--- config.mk ---
export PLATFORM = sky130hd
export DESIGN_NAME = fifo_wr_arbiter
export DESIGN_NICKNAME = d
export VERILOG_FILES = /design/src/rtl/fifo_arb_pkg.sv /design/src/rtl/rr_pick.sv /design/src/rtl/fifo_wr_arbiter.sv
export SDC_FILE = /design/constraint.sdc
export NUM_CORES = 1
export LEC_CHECK = 0
export BUFFER_PORTS_ARGS = -buffer_cell sky130_fd_sc_hd__buf_2
export CAP_MARGIN = 20
export CORE_MARGIN = 2
export CORE_UTILIZATION = 51
export DETAILED_ROUTE_END_ITERATION = 10
export MAX_ROUTING_LAYER = met4
export PLACE_DENSITY_LB_ADDON = 0.15
export SYNTH_ARGS = -nofsm -noshare
export SYNTH_HDL_FRONTEND = slang
export SYNTH_HIERARCHICAL = 1
export SYNTH_SLANG_ARGS = --single-unit
--- constraint.sdc ---
create_clock -name clk -period 3.18 [get_ports clk]
set_input_delay 0.318 -clock clk [delete_from_list [all_inputs] [get_ports clk]]
set_output_delay 0.318 -clock clk [all_outputs]
set_load 0.01 [all_outputs]
--- src/rtl/fifo_arb_pkg.sv ---
// rtl/fifo_arb_pkg.sv - shared types and constants for the FIFO write arbiter
package fifo_arb_pkg;

  typedef enum logic [0:0] {
    ST_IDLE  = 1'b0,
    ST_BURST = 1'b1
  } state_t;

  localparam int STAT_W     = 16;
  localparam int DEF_DATA_W = 8;

endpackage

--- src/rtl/rr_pick.sv ---
// rtl/rr_pick.sv - combinational round-robin picker, search starts just above last_idx
module rr_pick #(
  parameter int N  = 4,
  parameter int IW = 2
) (
  input  logic [N-1:0]  req,
  input  logic [IW-1:0] last_idx,
  output logic          any,
  output logic [IW-1:0] pick_idx,
  output logic [N-1:0]  pick_oh
);

  logic [IW-1:0] w_idx;

  // Walk the ring from farthest to nearest so the nearest valid requester wins.
  always_comb begin
    any      = 1'b0;
    pick_idx = '0;
    pick_oh  = '0;
    w_idx    = '0;
    for (int k = N; k >= 1; k--) begin
      w_idx = IW'((int'(last_idx) + k) % N);
      if (req[w_idx]) begin
        any      = 1'b1;
        pick_idx = w_idx;
      end
    end
    if (any) pick_oh[pick_idx] = 1'b1;
  end

endmodule

--- src/rtl/fifo_wr_arbiter.sv ---
// rtl/fifo_wr_arbiter.sv - round-robin burst arbiter driving the byte FIFO write port
// Optional per-requester beat counters on stat_cnt when FIFO_ARB_STATS_EN is defined.
module fifo_wr_arbiter
  import fifo_arb_pkg::*;
#(
  parameter int NUM_REQ   = 4,
  parameter int DATA_W    = DEF_DATA_W,
  parameter int MAX_BURST = 8,
  parameter int IDX_W     = $clog2(NUM_REQ)
) (
  input  logic                      clk,
  input  logic                      rst,
  input  logic [NUM_REQ-1:0]        req_valid,
  input  logic [NUM_REQ-1:0]        req_last,
  input  logic [NUM_REQ*DATA_W-1:0] req_data,
  output logic [NUM_REQ-1:0]        req_ready,
  input  logic                      buf_full,
  output logic                      fifo_wr_en,
  output logic [DATA_W-1:0]         fifo_din,
  output logic [NUM_REQ-1:0]        grant_oh,
  output logic                      busy
`ifdef FIFO_ARB_STATS_EN
  ,
  output logic [NUM_REQ*STAT_W-1:0] stat_cnt
`endif
);

  state_t               r_state;
  logic [NUM_REQ-1:0]   r_grant_oh;
  logic [IDX_W-1:0]     r_cur_idx;
  logic [IDX_W-1:0]     r_last_idx;
  logic [7:0]           r_burst_cnt;
  logic                 r_busy;

  logic                 w_any;
  logic [IDX_W-1:0]     w_pick_idx;
  logic [NUM_REQ-1:0]   w_pick_oh;
  logic                 w_in_burst;
  logic                 w_cur_valid;
  logic                 w_cur_last;
  logic                 w_accept;
  logic                 w_drop;
  logic [7:0]           w_cnt_next;
  logic                 w_burst_end;

  rr_pick #(
    .N  (NUM_REQ),
    .IW (IDX_W)
  ) u_pick (
    .req      (req_valid),
    .last_idx (r_last_idx),
    .any      (w_any),
    .pick_idx (w_pick_idx),
    .pick_oh  (w_pick_oh)
  );

  assign w_in_burst  = (r_state == ST_BURST);
  assign w_cur_valid = req_valid[r_cur_idx];
  assign w_cur_last  = req_last[r_cur_idx];
  assign w_accept    = w_in_burst & w_cur_valid & ~buf_full;
  // A valid drop only counts when the FIFO could have taken the beat.
  assign w_drop      = w_in_burst & ~w_cur_valid & ~buf_full;
  assign w_cnt_next  = r_burst_cnt + 8'd1;
  assign w_burst_end = w_accept & (w_cur_last | (w_cnt_next == 8'(MAX_BURST)));

  assign req_ready  = r_grant_oh & {NUM_REQ{~buf_full}};
  assign fifo_wr_en = w_accept;
  assign grant_oh   = r_grant_oh;
  assign busy       = r_busy;

  always_comb begin
    fifo_din = '0;
    if (w_in_burst) fifo_din = req_data[int'(r_cur_idx)*DATA_W +: DATA_W];
  end

  always_ff @(posedge clk or negedge rst) begin
    if (!rst) begin
      r_state     <= ST_IDLE;
      r_grant_oh  <= '0;
      r_cur_idx   <= '0;
      r_last_idx  <= IDX_W'(NUM_REQ - 1);
      r_burst_cnt <= 8'd0;
      r_busy      <= 1'b0;
    end else begin
      case (r_state)
        ST_IDLE: begin
          if (w_any && !buf_full) begin
            r_grant_oh  <= w_pick_oh;
            r_cur_idx   <= w_pick_idx;
            r_burst_cnt <= 8'd0;
            r_busy      <= 1'b1;
            r_state     <= ST_BURST;
          end
        end
        ST_BURST: begin
          if (w_accept) r_burst_cnt <= w_cnt_next;
          if (w_burst_end || w_drop) begin
            r_last_idx <= r_cur_idx;
            r_grant_oh <= '0;
            r_busy     <= 1'b0;
            r_state    <= ST_IDLE;
          end
        end
        default: r_state <= ST_IDLE;
      endcase
    end
  end

`ifdef FIFO_ARB_STATS_EN
  logic [STAT_W-1:0] r_stat [NUM_REQ];

  always_ff @(posedge clk or negedge rst) begin
    if (!rst) begin
      for (int i = 0; i < NUM_REQ; i++) r_stat[i] <= '0;
    end else begin
      for (int i = 0; i < NUM_REQ; i++) begin
        if (w_accept && (r_cur_idx == IDX_W'(i)) && (r_stat[i] != {STAT_W{1'b1}}))
          r_stat[i] <= r_stat[i] + 1'b1;
      end
    end
  end

  for (genvar g = 0; g < NUM_REQ; g++) begin : g_stat
    assign stat_cnt[g*STAT_W +: STAT_W] = r_stat[g];
  end
`endif

endmodule

==> results of run 1 <==
-- sequential cells by signal (all words and copies together) (netlist names) --
| signal | cells |
|---|---|
| r_state | 1 |
| r_last_idx | 2 |
| r_cur_idx | 2 |
| r_burst_cnt | 8 |
| grant_oh | 4 |
| busy | 1 |
-- per-layer routing --
layer,vias up,wire [um]
met1,748,1490
li1,685,-
met2,46,2020
met4,0,26
met3,6,155
met5,-,0
-- where the power goes --
| group | total (mW) | switching (mW) | internal, mW |
|---|---|---|---|
| logic | 0.659 | 0.303 | 0.356 |
| registers | 0.431 | 0.125 | 0.306 |
| clock network | 0.121 | 0.0772 | 0.0443 |
| total | 1.21 | 0.505 | 0.706 |
-- cells by family after synthesis --
kind of cell	after synthesis	share of synthesized area
simple gates	69	0.247
compound gates	38	0.187
flops	18	0.313
buf+inv	13	0.0528
mux	12	0.171
xor+xnor	2	0.0121
fa+ha+maj	2	0.0173
-- path summary, 6_finish.rpt --
| kind | from | endpoint | slack [ns] | cells past startpoint |
|---|---|---|---|---|
| min reg2reg | busy | busy | 0.54 | 2 |
| max reg2reg | r_burst_cnt[0] | r_last_idx[0] | 0.81 | 6 |
| min in group asynchronous | rst | r_burst_cnt[4] | 0.47 | 2 |
| min | buf_full | r_state | 0.41 | 4 |
| max | r_burst_cnt[0] | r_last_idx[0] | 0.81 | 6 |
| max in group asynchronous | rst | r_last_idx[0] | 2.38 | 2 |
-- stage by stage --
stage | worst slack, ns | cells
6_report | 0.812 | 244
5_1_grt | 0.697 | 244
4_1_cts | 0.870 | 244
3_5_place_dp | 0.880 | 240
3_3_place_gp | 1.09 | 240
2_1_floorplan | 1.25 | 154
-- cell type report --
class	instances	area [sq um]	share of cell area
Clock buffer	3	22.5	0.0127
Inverter	6	22.5	0.0127
Multi-Input combinational cell	123	917	0.515
Sequential cell	18	453	0.255
Tap cell	31	38.8	0.0218
Timing Repair Buffer	63	325	0.183
-- tightest hold or removal path: stages --
cell and delay (ns):
buf_2 0.14, inv_1 0.08, a21oi_1 0.06, nor2_1 0.08
-- Yosys cell counts, types with 2 or more instances --
master	number
nor2b_1	6
nand2_1	26
a21oi_1	3
clkbuf_1	2
dfstp_2	2
nor3b_1	2
nor2_1	9
a31oi_1	2
buf_2	2
inv_1	5
o21ai_0	15
dfrtp_1	16
o21a_1	2
mux4_2	10
mux2_2	2
nand3_1	2
o31ai_1	2
buf_6	2
and2_1	9
nand3b_1	2
nand2b_1	3
and3_1	3
ha_1	2
==> results.ini, run 1 <==
[run_status]
status=finished, final reports clean

[drt]
wl_mm=3.69
viasPerCell=6.09
routedWlPerCell_um=15.1
drtIter0Drc=88
drc_errors=0
drt.antenna.violating_nets=0
firstDrtPassIters=5
num_vias=1485

[cells_and_area]
mostFrequentLayoutCell=buf_2
mostFrequentLayoutCells=buf_2 (60), nand2_1 (26), dfrtp_1 (16)
final_area_sq_mm=0.00178
fin_nets=260
drive_above_1_share=0.404
antenna-diode-count=0
syn_to_final_growth_pct=23.0
fill_cells=241
final_core_util=0.651

[place]
io_buffers=60
hpwl_mm=2.82
globalplace.congestion=1.02
placed_cell_area_sq_mm=0.00175

[cts]
clock_latency_ns=0.30
clock_tree.root_cell=clkbuf_4
cts_setup_buffers=0
cts_buffers=3
clkTransAtPathRegs_ns=0.11
cts_resized=0
cts_tree=built
cts_buffer_depth=2
cts_htree_levels=1
cts_hold_buf=1
clock_sinks=18

[synth]
synth_edf_count=0
synth_nets=199
synth_top_area_share=0.277
async_reset_ff_frac=1.00
netlist_area_sq_mm=0.00145
synthCells=154
yosysSeqAreaShare=0.313
ys_warn_count=6
synth_top_cell_by_area=dfrtp_1
synth.area.top_cells=dfrtp_1 (28%), mux4_2 (16%), nand2_1 (6.7%)
synth_top_flop_cell=dfrtp_1
synth_area_per_cell_sq_um=9.39
synth-seq-cells=18
ys_types=48

[global_routing]
use_met2=0.399
grtUsageTotal=0.250
top_usage_layer=met2
grtUsageMet3=0.0567
gr-usage-met1=0.327
first_global_vias=1398
antenna_found_initial=0
grt_remaining_overflow=0
grt_pass1_wl_mm=6.32
grt_max_degree=19

[setup_path]
cp_max_fo=8
cp.buffers_inverters=0
worstPathCellList=ha_1, nand2_1, nor4_1, nor3_1, o41ai_4, mux2_2
critPathCaptureType=register
slowest_delay_ns=0.61
crit_type=register to register
cp-start-kind=register
crit_family=compound AO/OA/AOI/OAI gates
slowest_stage=o41ai_4
required_ns=3.42
worstPathArrival_ns=2.61

[timing]
slew_violations=0
slew_headroom=0.641
tns_ns=0
whs_ns=0.406
hold_viol=0
skew_ns=0.00367
max_freq_mhz=422
worst_pin_slew_ns=0.536
fin_crit_sh=0.745
rsz0062_at_grt=false
setup_violations=0
min_period_ns=2.37

[die]
fp.dieArea_sq_mm=0.00328
initial_core_util=0.529
chipWidth_um=57.3
num_rows=19
ios=61
die_y_um=57.3
core_sq_mm=0.00273

[pwr]
leakagePower_nw=0.856
peakVddDrop_v=0.000534
power_density_mw_per_mm2=681
finalPower_mw=1.21

[flow_run]
drv_cap=0

[hold_path]
min_path_type=input pin to register

Note: power is estimated with default switching activity, not from simulation.
==> run 2, diff against run 1 <==
- ABC_AREA: unset -> 1
- CORE_UTILIZATION: 51 -> 49
- clock period: 3.18 -> 2.4 ns (I/O delays scaled with it)
==> run 2 against run 1 <==
  * Total power rose by 67%
  * Non-clock buffer count did not move
  * Final cell count rose by 50%
  * Sequential power rose by 20%
  * Count of clock-buffer cells in the layout rose by 1
  * Design area rose by 11%
  * Utilization fell by 1.2 points
  * First-iteration DRC count fell by 10%
  * Clock power rose by 55%
  * Synthesized area rose by 9.9%
  * Largest power group unchanged
==> results.ini, run 2 <==
[cells_and_area]
syn_to_final_growth_pct=23.8  ; was 23.0%
drive_above_1_share=0.307  ; was 0.404
mostFrequentLayoutCells=nand2_1 (69), buf_2 (60), nor2_1 (50)  ; was buf_2 (60), nand2_1 (26), dfrtp_1 (16)
fin_nets=368  ; was 260
top_register=r_burst_cnt  ; unchanged
antenna-diode-count=0  ; unchanged
largest_register_ffs=8  ; unchanged
fill_cells=315  ; was 241
mostFrequentLayoutCell=nand2_1  ; was buf_2

[synth]
async_reset_ff_frac=1.00  ; unchanged
synth_simple_gate_area_frac=0.457  ; was 0.247
synth-seq-cells=18  ; unchanged
yosysMostFrequentCell=nand2_1  ; unchanged
synth.area.top_cells=dfrtp_1 (25%), nand2_1 (16%), nor2_1 (12%)  ; was dfrtp_1 (28%), mux4_2 (16%), nand2_1 (6.7%)
muxShareOfSynthArea=0  ; was 0.171
synth-adder-area-share=0.0157  ; was 0.0173
synth_area_per_cell_sq_um=6.06  ; was 9.39 sq um
synth_compound_gate_area_share=0.154  ; was 0.187
synth_edf_count=0  ; unchanged
synthCells=262  ; was 154
ys_types=22  ; was 48
yosysSeqAreaShare=0.285  ; was 0.313
netlist_area_sq_mm=0.00159  ; was 0.00145 sq mm
ys_warn_count=6  ; unchanged
netlist_top_cells_count=nand2_1 (69), nor2_1 (50), o21ai_0 (24)  ; was nand2_1 (26), dfrtp_1 (16), o21ai_0 (15)
synth_top_family_by_area=simple AND/OR/NAND/NOR gates  ; unchanged
synth_top_flop_cell=dfrtp_1  ; unchanged
synth_nets=307  ; was 199
synth_top_area_share=0.252  ; was 0.277
synth_top_cell_by_area=dfrtp_1  ; unchanged
synth-xor-area-share=0  ; was 0.0121

[global_routing]
grtUsageTotal=0.237  ; was 0.250
grt_pass1_wl_mm=6.56  ; was 6.32 mm
antenna_found_initial=0  ; unchanged
first_global_vias=1600  ; was 1398
grt_remaining_overflow=0  ; unchanged
grt_max_degree=23  ; was 19

[cts]
cts_tree=built  ; unchanged
cts_htree_levels=1  ; unchanged
clkTransAtPathRegs_ns=0.11  ; about the same
cts_buffer_depth=2  ; unchanged
cts_buffers=3  ; unchanged
clock_tree.root_cell=clkbuf_4  ; unchanged
clock_sinks=18  ; unchanged
clock_latency_ns=0.29  ; was 0.30 ns

[setup_path]
worstPathArrival_ns=1.68  ; was 2.61 ns
critPathCaptureType=output pin  ; was register
worstPathCellList=inv_2, nand2_1, nand3_1, nand3_1, inv_2, buf_2  ; was ha_1, nand2_1, nor4_1, nor3_1, o41ai_4, mux2_2
cp-endpoint=fifo_wr_en  ; was r_last_idx[0]
slowest_stage=dfrtp_1  ; was o41ai_4
slowest_delay_ns=0.40  ; was 0.61 ns
crit_family=buffers and inverters  ; was compound AO/OA/AOI/OAI gates
r2r_end=r_burst_cnt[0]  ; was r_last_idx[0]
reg2reg_slack_ns=0.49  ; was 0.81 ns
crit_path_start=r_cur_idx[0]  ; was r_burst_cnt[0]
crit_type=register to output pin  ; was register to register
ff2ff_path_depth=9  ; was 6
cp-start-kind=register  ; unchanged
r2r-start=r_last_idx[0]  ; was r_burst_cnt[0]
cp_max_fo=22  ; was 8
cp.buffers_inverters=3  ; was 0
crit_cells=6  ; unchanged
required_ns=2.16  ; was 3.42 ns

[pwr]
peakVddDrop_v=0.000605  ; was 0.000534 V
power_density_mw_per_mm2=1030  ; was 681 mW/mm^2
leakagePower_nw=1.05  ; was 0.856 nW

[timing]
min_period_ns=1.92
worst_pin_slew_ns=0.398  ; was 0.536 ns
slew_violations=0  ; unchanged
fin_crit_sh=0.801
setup_violations=0  ; unchanged
whs_ns=0.392  ; was 0.406 ns
tns_ns=0  ; unchanged
hold_viol=0  ; unchanged
skew_ns=0.00521  ; was 0.00367 ns
slew_headroom=0.735  ; was 0.641
rsz0062_at_grt=false  ; unchanged
max_freq_mhz=520

[die]
die_y_um=60.9  ; was 57.3 um
num_rows=20  ; was 19
chipWidth_um=60.9  ; was 57.3 um
initial_core_util=0.516  ; was 0.529
core_sq_mm=0.00308  ; was 0.00273 sq mm
fp.dieArea_sq_mm=0.00371  ; was 0.00328 sq mm
ios=61  ; unchanged

[drt]
viasPerCell=4.96  ; was 6.09
wl_met1_mm=1.89  ; was 1.49 mm
routedWlPerCell_um=11.0  ; was 15.1 um
wl_mm=4.04  ; was 3.69 mm
wl_met3_um=176  ; was 155 um
drtIter0Drc=79  ; was 88
num_vias=1816  ; was 1485
drc_errors=0  ; unchanged
met2_length_mm=1.96  ; was 2.02 mm
highest_layer=met4  ; unchanged
drt.antenna.violating_nets=0  ; unchanged
firstDrtPassIters=4  ; was 5

[flow_run]
drv_cap=0  ; unchanged

[hold_path]
min_path_type=input pin to async pin  ; was input pin to register

[place]
globalplace.congestion=0.881  ; was 1.02
hpwl_mm=3.00  ; was 2.82 mm
io_buffers=60  ; unchanged

[run_status]
status=finished, final reports clean  ; unchanged

==> run 2: cell count changes in the layout (fill, tap and decap cells not counted), sizes merged, moves of 3 or more <==
cell	before	now
nand2	26	83
nor2	10	54
nand3	2	25
inv	6	27
o21ai	16	33
mux4	10	0
and2	9	0
nor2b	6	0
a21oi	3	8
nand2b	4	0
and3	3	0
==> run 2: how the worst min path moves through the flow <==
| stage | from | cells after the start | end | slack [ns] |
|---|---|---|---|---|
| finish | rst | 2 | r_burst_cnt[6] | 0.39 |
| global route | buf_full | 4 | r_last_idx[1] | 0.41 |
| CTS | buf_full | 4 | r_last_idx[1] | 0.39 |
| detailed placement | rst | 1 | r_burst_cnt[6] | 0.18 |
| global placement | rst | 1 | r_burst_cnt[7] | 0.19 |
| floorplan | rst | 0 | busy | -0.06 |
==> run 2: worst reg2reg max path, stage by stage (launching register included) <==
cell	delay (ns)
dfstp_2	0.72
inv_2	0.16
nand2_2	0.11
nand2_4	0.07
nand3_1	0.11
inv_1	0.05
nor2_1	0.11
nand2_2	0.13
nand2_1	0.24
o21ai_0	0.12
==> run 2: cell families (layout without fill, tap and decap cells) <==
logic type | after synthesis | count (layout)
fa+ha+maj | 2 | 2
compound gates | 45 | 45
flops | 18 | 18
buf+inv | 34 | 94
simple gates | 163 | 163
==> run 2: timing repair <==
action / CTS / global route
hold endpoints to repair: 16 / 0
endpoints found under the setup margin: 0 / 0
buffers inserted: 0 / 0
hold buffers: 1 / 0
gates resized for setup: 0 / 0
==> run 2: where the power goes <==
group | internal, mW | total, mW | switching [mW]
registers | 0.394 | 0.517 | 0.123
clock network | 0.0924 | 0.187 | 0.0944
logic | 0.486 | 1.32 | 0.832
==> run 2: layout make-up <==
cell class	instances	area [sq um]	share of cell area
clock buffers	4	36.3	0.0184
inverters	27	101	0.0515
multi-input cells	210	996	0.506
flip-flops and latches	18	453	0.230
well taps	44	55.1	0.0280
repair buffers	63	325	0.165
==> run 2: routing by layer <==
| layer | GRT usage | vias up |
|---|---|---|
| met3 | 0.0469 | 2 |
| met5 | - | - |
| li1 | - | 957 |
| met4 | 0.0404 | 0 |
| met1 | 0.291 | 818 |
| met2 | 0.407 | 39 |
==> run 2: per-stage QoR <==
step / util / setup slack, ns / area (sq um) / total power [mW] / cells
after floorplan: - / 0.846 / 1590 / 1.51 / 262
after global placement: 0.624 / 0.593 / 1920 / 1.82 / 361
after detailed placement: 0.624 / 0.497 / 1920 / 1.84 / 361
after CTS: 0.639 / 0.472 / 1970 / 2.04 / 366
after global routing: 0.639 / 0.271 / 1970 / 2.25 / 366
final: 0.639 / 0.478 / 1970 / 2.02 / 366
